===== src/rtl/counter_cmd_driver.sv =====
// Command sequencer for the 3-bit load/increment counter: buffers LOAD / INC-by-N commands
// and expands each into ld/inc strobes (first strobe 2 cycles after accept); cmd_ready_o drops when the FIFO is full.
module counter_cmd_driver #(
   parameter int DEPTH = 4,
   parameter int CNT_W = 3,
   parameter int REP_W = 4,
   localparam int AW = $clog2(DEPTH)
) (
   input  logic             clk,
   input  logic             rst,
   input  logic             cmd_valid_i,
   output logic             cmd_ready_o,
   input  logic             cmd_op_i,
   input  logic [REP_W-1:0] cmd_arg_i,
   input  logic             pause_i,
   output logic             ld_o,
   output logic             inc_o,
   output logic [CNT_W-1:0] data_in_o,
   output logic [CNT_W-1:0] expected_o,
   output logic             busy_o,
   output logic             cmd_done_o,
   output logic [AW:0]      fifo_count_o
);

   typedef enum logic [1:0] {IDLE, ISSUE_LD, ISSUE_INC} state_t;

   localparam logic [AW:0] FULL = (AW+1)'(DEPTH);

   logic [REP_W:0]   mem_q [DEPTH];
   logic [AW-1:0]    wr_ptr_q, rd_ptr_q;
   logic [AW:0]      count_q, count_d;
   state_t           state_q, state_d;
   logic [REP_W-1:0] rem_q, rem_d;
   logic [CNT_W-1:0] data_in_q, data_in_d;
   logic [CNT_W-1:0] expected_q;
   logic             done_q, done_d;
   logic             push, pop;
   logic             head_op;
   logic [REP_W-1:0] head_arg;

   assign push     = cmd_valid_i & cmd_ready_o;
   assign head_op  = mem_q[rd_ptr_q][REP_W];
   assign head_arg = mem_q[rd_ptr_q][REP_W-1:0];

   always_comb begin
      count_d = count_q;
      case ({push, pop})
         2'b10:   count_d = count_q + (AW+1)'(1);
         2'b01:   count_d = count_q - (AW+1)'(1);
         default: count_d = count_q;
      endcase
   end

   // Storage is not reset; emptiness is carried entirely by the pointers and count.
   always_ff @(posedge clk) begin
      if (push) mem_q[wr_ptr_q] <= {cmd_op_i, cmd_arg_i};
   end

   always_ff @(posedge clk) begin
      if (rst) begin
         wr_ptr_q   <= '0;
         rd_ptr_q   <= '0;
         count_q    <= '0;
         state_q    <= IDLE;
         rem_q      <= '0;
         data_in_q  <= '0;
         expected_q <= '0;
         done_q     <= 1'b0;
      end else begin
         if (push) wr_ptr_q <= wr_ptr_q + AW'(1);
         if (pop)  rd_ptr_q <= rd_ptr_q + AW'(1);
         count_q   <= count_d;
         state_q   <= state_d;
         rem_q     <= rem_d;
         data_in_q <= data_in_d;
         done_q    <= done_d;
         if (ld_o)
            expected_q <= data_in_q;
         else if (inc_o)
            expected_q <= expected_q + CNT_W'(1);
      end
   end

   always_comb begin
      state_d   = state_q;
      rem_d     = rem_q;
      data_in_d = data_in_q;
      done_d    = 1'b0;
      case (state_q)
         IDLE: begin
            if (pop) begin
               if (!head_op) begin
                  data_in_d = head_arg[CNT_W-1:0];
                  state_d   = ISSUE_LD;
               end else if (head_arg != '0) begin
                  rem_d   = head_arg;
                  state_d = ISSUE_INC;
               end else begin
                  done_d = 1'b1;
               end
            end
         end
         ISSUE_LD: begin
            if (!pause_i) begin
               state_d = IDLE;
               done_d  = 1'b1;
            end
         end
         ISSUE_INC: begin
            if (!pause_i) begin
               rem_d = rem_q - REP_W'(1);
               if (rem_q == REP_W'(1)) begin
                  state_d = IDLE;
                  done_d  = 1'b1;
               end
            end
         end
         default: state_d = IDLE;
      endcase
   end

   // Strobes are masked by rst so a reset landing mid-command never reaches the counter.
   always_comb begin
      pop         = (state_q == IDLE) && (count_q != '0);
      ld_o        = !rst && (state_q == ISSUE_LD) && !pause_i;
      inc_o       = !rst && (state_q == ISSUE_INC) && !pause_i;
      busy_o      = (state_q != IDLE) || (count_q != '0);
      cmd_ready_o = !rst && (count_q < FULL);
   end

   assign data_in_o    = data_in_q;
   assign expected_o   = expected_q;
   assign cmd_done_o   = done_q;
   assign fifo_count_o = count_q;

endmodule

===== config.mk =====
export PLATFORM = sky130hd
export DESIGN_NAME = counter_cmd_driver
export DESIGN_NICKNAME = d
export VERILOG_FILES = /design/src/rtl/counter_cmd_driver.sv
export SDC_FILE = /design/constraint.sdc
export NUM_CORES = 1
export LEC_CHECK = 0
export ABC_AREA = 1
export ABC_CLOCK_PERIOD_IN_PS = 3300
export CORE_MARGIN = 4
export CORE_UTILIZATION = 59
export DETAILED_ROUTE_END_ITERATION = 6
export PLACE_DENSITY = 0.91
export SYNTH_ARGS = -nofsm -noshare
export SYNTH_HDL_FRONTEND = slang
export SYNTH_SLANG_ARGS = --single-unit
export TNS_END_PERCENT = 5

===== constraint.sdc =====
create_clock -name clk -period 3.3 [get_ports clk]
set_clock_uncertainty 0.2 [all_clocks]
set_input_delay 0.66 -clock clk [delete_from_list [all_inputs] [get_ports clk]]
set_output_delay 0.66 -clock clk [all_outputs]
set_load 0.05 [all_outputs]

* After elaboration in Yosys (flattened, before gate mapping)
Memory sizes are Yosys's and may differ from the RTL's. A register that Yosys moved wholly into a read port is not among the register bits.
Cells that the tools add are included.
** Operators by class
- $add $sub $neg :: 6
- Magnitude comparators :: 1
- Eq/ne operators :: 12
- Multiplexer cells :: 26
- Bitwise logic cells :: 2
- Reduce and logical (&&, ||, !) cells :: 19
** Operators with widths (count)
- 2-to-1 mux 2 bit :: 8
- 2-to-1 mux 4 bit :: 4
- inequality test 2 bit, second input constant :: 6
- AND reduction 5 bit :: 2
- 2-to-1 mux 1 bit :: 8
- case mux 4 bit (2 select lines) :: 1
- nonzero test 2 bit :: 4
- adder 3 x 1 -> 3 bit, second input constant :: 2
- logical AND 1 bit :: 6
- 2-to-1 mux 3 bit :: 2
- case mux 2 bit (3 select lines) :: 1
- case mux 3 bit (2 select lines) :: 1
- adder 2 x 1 -> 2 bit, second input constant :: 2
- equality test 2 x 1 -> 1 bit, second input constant :: 2
- equality test 2 bit, second input constant :: 2
- equality test 4 x 1 -> 1 bit, second input constant :: 1
- nonzero test 4 bit :: 1
- subtractor 4 x 1 -> 4 bit, second input constant :: 1
- less-than comparator 3 bit, second input constant :: 1
- inequality test 3 bit, second input constant :: 1
- case mux 1 bit (3 select lines) :: 1
- AND reduction 3 bit :: 1
- nonzero test 3 bit :: 1
- subtractor 3 x 1 -> 3 bit, second input constant :: 1
- 5 further kinds :: 6
** Storage, ports and cells
- Register bits :: 20
- Memory bits (writable) :: 20
- Input port bits :: 9
- Output and inout port bits :: 14
- Word-level logic and storage cells :: 75
- Memories kept :: 1
** Memory list
- mem_q :: words 4, bits a word 5, read ports 1, clocked after memory_dff 1, wr ports 1, line 29 : logic [REP_W:0] mem_q [DEPTH];

* Longest topological paths before layout
- Depth in word-level cells :: 5
- Depth in mapped cells :: 11

* Least setup slack after synthesis
No wires, ideal clock.
- Kind :: input to register
- From :: in rst
- To :: reg count_q[1] (netlist: fifo_count_o[1])
- Setup time :: 0.065 ns
- Arrival :: 2.796 ns
- Data required time :: 3.035 ns
- Path slack :: 0.239 ns
- Stages on the path :: 9
- Cell sequence :: buf_2 > nor2_1 > nand2_1 > ha_1 > inv_1 > fa_1 > nor2_1 > a21oi_1 > nor2_1
** Between the ends
- Word-level cells in the longest chain between the ends :: 5
- Elaborated cells on any way between the ends :: 7
- Those cells by class :: 2 x eq/ne; 1 x mux; 1 x bitwise; 3 x reduce/logical
** RTL lines
- from (decl) :: line 10 : input logic rst,
- zero test 1 bit * :: line 128 : cmd_ready_o = !rst && (count_q < FULL);
- logical AND 1 bit * :: line 128
- via cmd_ready_o :: line 12 : output logic cmd_ready_o,
- AND 1 bit * :: line 41 : assign push = cmd_valid_i & cmd_ready_o;
- equality test 2 x 1 -> 1 bit / equality test 2 bit (equally long branches) :: line 47 : case ({push, pop})
- case mux 3 bit (2 select lines) / nonzero test 2 bit (equally long branches)
- to (signal assigned) :: line 72 : count_q <= count_d;
- to (decl) :: line 31 : logic [AW:0] count_q, count_d;
The timed path passes the listed nets; every way through them passes the cells marked *.
A chain may end at the register's enable or synchronous reset.

* Worst setup path after layout
- From :: reg count_q[2] (netlist: fifo_count_o[2])
- To :: out busy_o
** Between the ends
- Word-level cells in the longest chain between the ends :: 2
** RTL lines
- nonzero test 3 bit :: line 127 : busy_o = (state_q != IDLE) || (count_q != '0);
- logical OR 1 bit :: line 127
- to (decl) :: line 20 : output logic busy_o,
No other way between the ends.

==> metrics.md <==
| Metric | Value |
|---|---|
| Gr usage total | `0.206` |
| Critical path depth | `5` |
| Post-cts resize count | `0` |
| Final Max Tran Viols | `0` |
| Main synth FF type | `dfxtp_1` |
| Clock share of power | `0.121` |
| CP max stage delay | `0.82 ns` |
| Synthesis Warnings | `0` |
| Routed len/inst | `13.0 um` |
| Number of global-route vias before repair | `1468` |
| Fin crit period | `2.89 ns` |
| Setup crit start kind | `flip-flop` |
| PwrDens | `935 mW/mm2` |
| Buffers on Ports | `22` |
| Critical Path Start | `fifo_count_o[2]$_SDFFE_PP0P_` |
| Least-Margin Pin Slew | `0.520 ns` |
| Final period util | `0.875` |
| Gate Count Post-Synth | `226` |
| Clock slew at reported path FFs | `0.13 ns` |
| Post-Synth Adder-Cell Area | `0.0597` |
| Largest net degree at the start of global routing | `16` |
| Total of max-cap violations | `0` |
| Worst path cell trace | `inv_1, nand3_1, inv_1, nand2_1, clkdlybuf4s50_1` |
| CTS tree | `built` |
| Final setup violation count | `0` |
| WP data arrival | `2.03 ns` |
| Asr flop ratio synth | `0` |
| Iter 0 DRT Violations | `85` |
| Die area | `0.00441 mm2` |
| Grt total ovfl | `0` |
| Setup TNS | `0 ns` |
| Relative slew slack | `0.652` |
| Mux contribution to synthesized area | `0` |
| Clock latency on the worst-skew pair | `0.36 ns` |
| Pwr Total | `2.20 mW` |
| Final core occ | `0.746` |
| Fmax | `346 MHz` |
| Comb pwr share | `0.538` |
| WL final | `3870 um` |
| Boundary pin count | `23` |
| Cell Area, Placed | `0.00229 mm2` |
| Int Pwr | `1.14 mW` |
| WP buf/inv | `3` |
| Row count | `20` |
| Hold Path Class | `reg2reg` |
| Hold-fix buffers, CTS | `0` |
| Diode count | `0` |
| Non-Filler Cell Area, Final | `0.00235 mm2` |
| Worst Setup End Kind | `primary output` |
| Post-Synth Simple-Gate Area | `0.228` |
| Root Driver | `clkbuf_4` |
| Avg Inst Size Synth | `8.91 um2` |
| Final worst setup slack | `0.411 ns` |
| CORE AREA | `0.00315 mm2` |
| Sequential share of power | `0.341` |
| Post-CTS Setup Repair Bufs | `0` |
| Area Growth Syn to Fin | `16.8%` |
| EDFF count, synth | `20` |
| Complex-gate fraction of the synthesized area | `0.111` |
| CTS sink count | `42` |
| Required time worst endpoint | `2.44 ns` |
| First-pass GRT wire length | `6730 um` |
| Hold Slack | `0.296 ns` |
| Clk buf depth | `2` |
| H-Tree Depth | `2` |
| Number of antenna violations at the first check in global routing | `0` |
| DP Worst Slack | `0.322 ns` |
| Sw Ratio | `0.483` |
| HPWL after DPL | `2900 um` |
| Area contributors post-synth | `edfxtp_1, dfxtp_1, nand2_1` |
| Largest delay contributor family on the critical path | `buffers and inverters` |
| Worst IR Drop VDD | `0.624 mV` |
| CP max-delay cell | `clkdlybuf4s50_1` |
| Worst R2R Start | `fifo_count_o[2]$_SDFFE_PP0P_` |
| Leakage power | `0.953 nW` |
| DR DRC count | `0` |
| DR vias | `1532` |
| Most frequent cell after synthesis | `nand2_1` |
| R2R depth | `11` |
| Post-Synth XOR/XNOR Area | `0.0131` |
| Post-synth top area share | `0.298` |
| Flops & latches, synth | `42` |
| Main combinational cell family by area after synthesis | `simple AND/OR/NAND/NOR gates` |
| Sw Pwr | `1.06 mW` |
| CP Capture Point | `busy_o` |
| Fin cells | `298` |
| Synth top cells by count | `nand2_1, inv_1, dfxtp_1` |
| Die W | `66.4 um` |
| Layout fillers | `220` |
| Worst flop-to-flop path endpoint | `fifo_count_o[2]$_SDFFE_PP0P_` |
| Mapped cell area | `0.00201 mm2` |
| CP dominant cell by count | `inv_1` |
| Final Hold Vio Count | `0` |
| RePlAce Congestion | `0.814` |
| R2r setup slk | `1.05 ns` |
| Cts bufs inserted | `5` |
| DRT Pass-1 Iters | `4` |
| Worst Path Max Fanout | `4` |
| Worst hold start | `rd_ptr_q[0]$_SDFFE_PP0P_` |
| Sequential area share after synthesis | `0.517` |
| Placed cell count | `290` |
| Cell taking the most area after synthesis | `edfxtp_1` |
| Antenna-violating nets left | `0` |
| Distinct cells, synth | `29` |
| Starting density of the core | `0.638` |
| Status | `complete, no violations` |
| Share of cells above drive strength 1 | `0.142` |
| Chip Height | `66.4 um` |
| Synth Net Count | `244` |
| Fin nets | `271` |
| Vias/cell | `5.14` |
| Worst setup path class | `reg2out` |
| Unrepaired setup endpoints after global routing | `false` |
## layout make-up
type,instances,area (um2),area share
Sequential cell,42,1040,0.443
Inverter,31,120,0.0511
Timing Repair Buffer,23,245,0.104
Clock buffer,5,37.5,0.0160
Clock inverter,3,25.0,0.0106
Multi-Input combinational cell,150,828,0.352
Tap cell,44,55.1,0.0234
## worst min-delay path by stage
stage               cells after the start  slack (ns)                        to
finish                                  1        0.30                 flip-flop
global route                            2        0.31  rd_ptr_q[1]$_SDFFE_PP0P_
CTS                                     2        0.30                 flip-flop
detailed placement                      1        0.27  rd_ptr_q[0]$_SDFFE_PP0P_
global placement                        2        0.25  rd_ptr_q[1]$_SDFFE_PP0P_
floorplan                               2        0.24                 flip-flop
## logic make-up after synthesis
logic type               count (synthesis)
buffers and inverters                   34
flip-flops                              42
AND/OR/NAND/NOR                         96
AO/OA/AOI/OAI                           42
XOR/XNOR                                 3
adder cells (fa/ha/maj)                  9
## state kept, by name (all words and copies together) (netlist names), named ones only
name and count:
mem_q 20, rem_q 4, data_in_o 3, expected_o 3
fifo_count_o 3, rd_ptr_q 2, state_q 2, wr_ptr_q 2
cmd_done_o 1
## power by group through the flow
stage,logic [mW],clock network (mW),registers (mW)
6_report,1.18,0.267,0.749
2_1_floorplan,0.768,0,0.876
3_5_place_dp,1.17,0,0.762
4_1_cts,1.18,0.272,0.749
3_3_place_gp,1.14,0,0.758
5_1_grt,1.32,0.296,0.766
## per-layer routing
| metal | vias up | track usage | wire length [um] |
|---|---|---|---|
| met2 | 18 | 0.337 | 1860 |
| met4 | 0 | 0.0711 | 74 |
| met3 | 9 | 0.0544 | 117 |
| li1 | 802 | - | - |
| met5 | - | 0 | 0 |
| met1 | 703 | 0.262 | 1820 |
## cells in the final DEF (no fill, tap or decap), types with 2 or more instances in the layout
cell type / count
a21oi_1: 21
buf_12: 2
buf_4: 2
clkbuf_4: 5
clkdlybuf4s50_1: 19
dfxtp_1: 22
edfxtp_1: 20
ha_1: 8
inv_1: 25
inv_2: 4
nand2_1: 41
nand2_2: 7
nand3_1: 20
nand3_2: 2
nor2_1: 18
nor2_4: 4
o21ai_0: 15
o21ai_1: 3
xnor2_1: 2
Power figures use the tool's default switching activity.
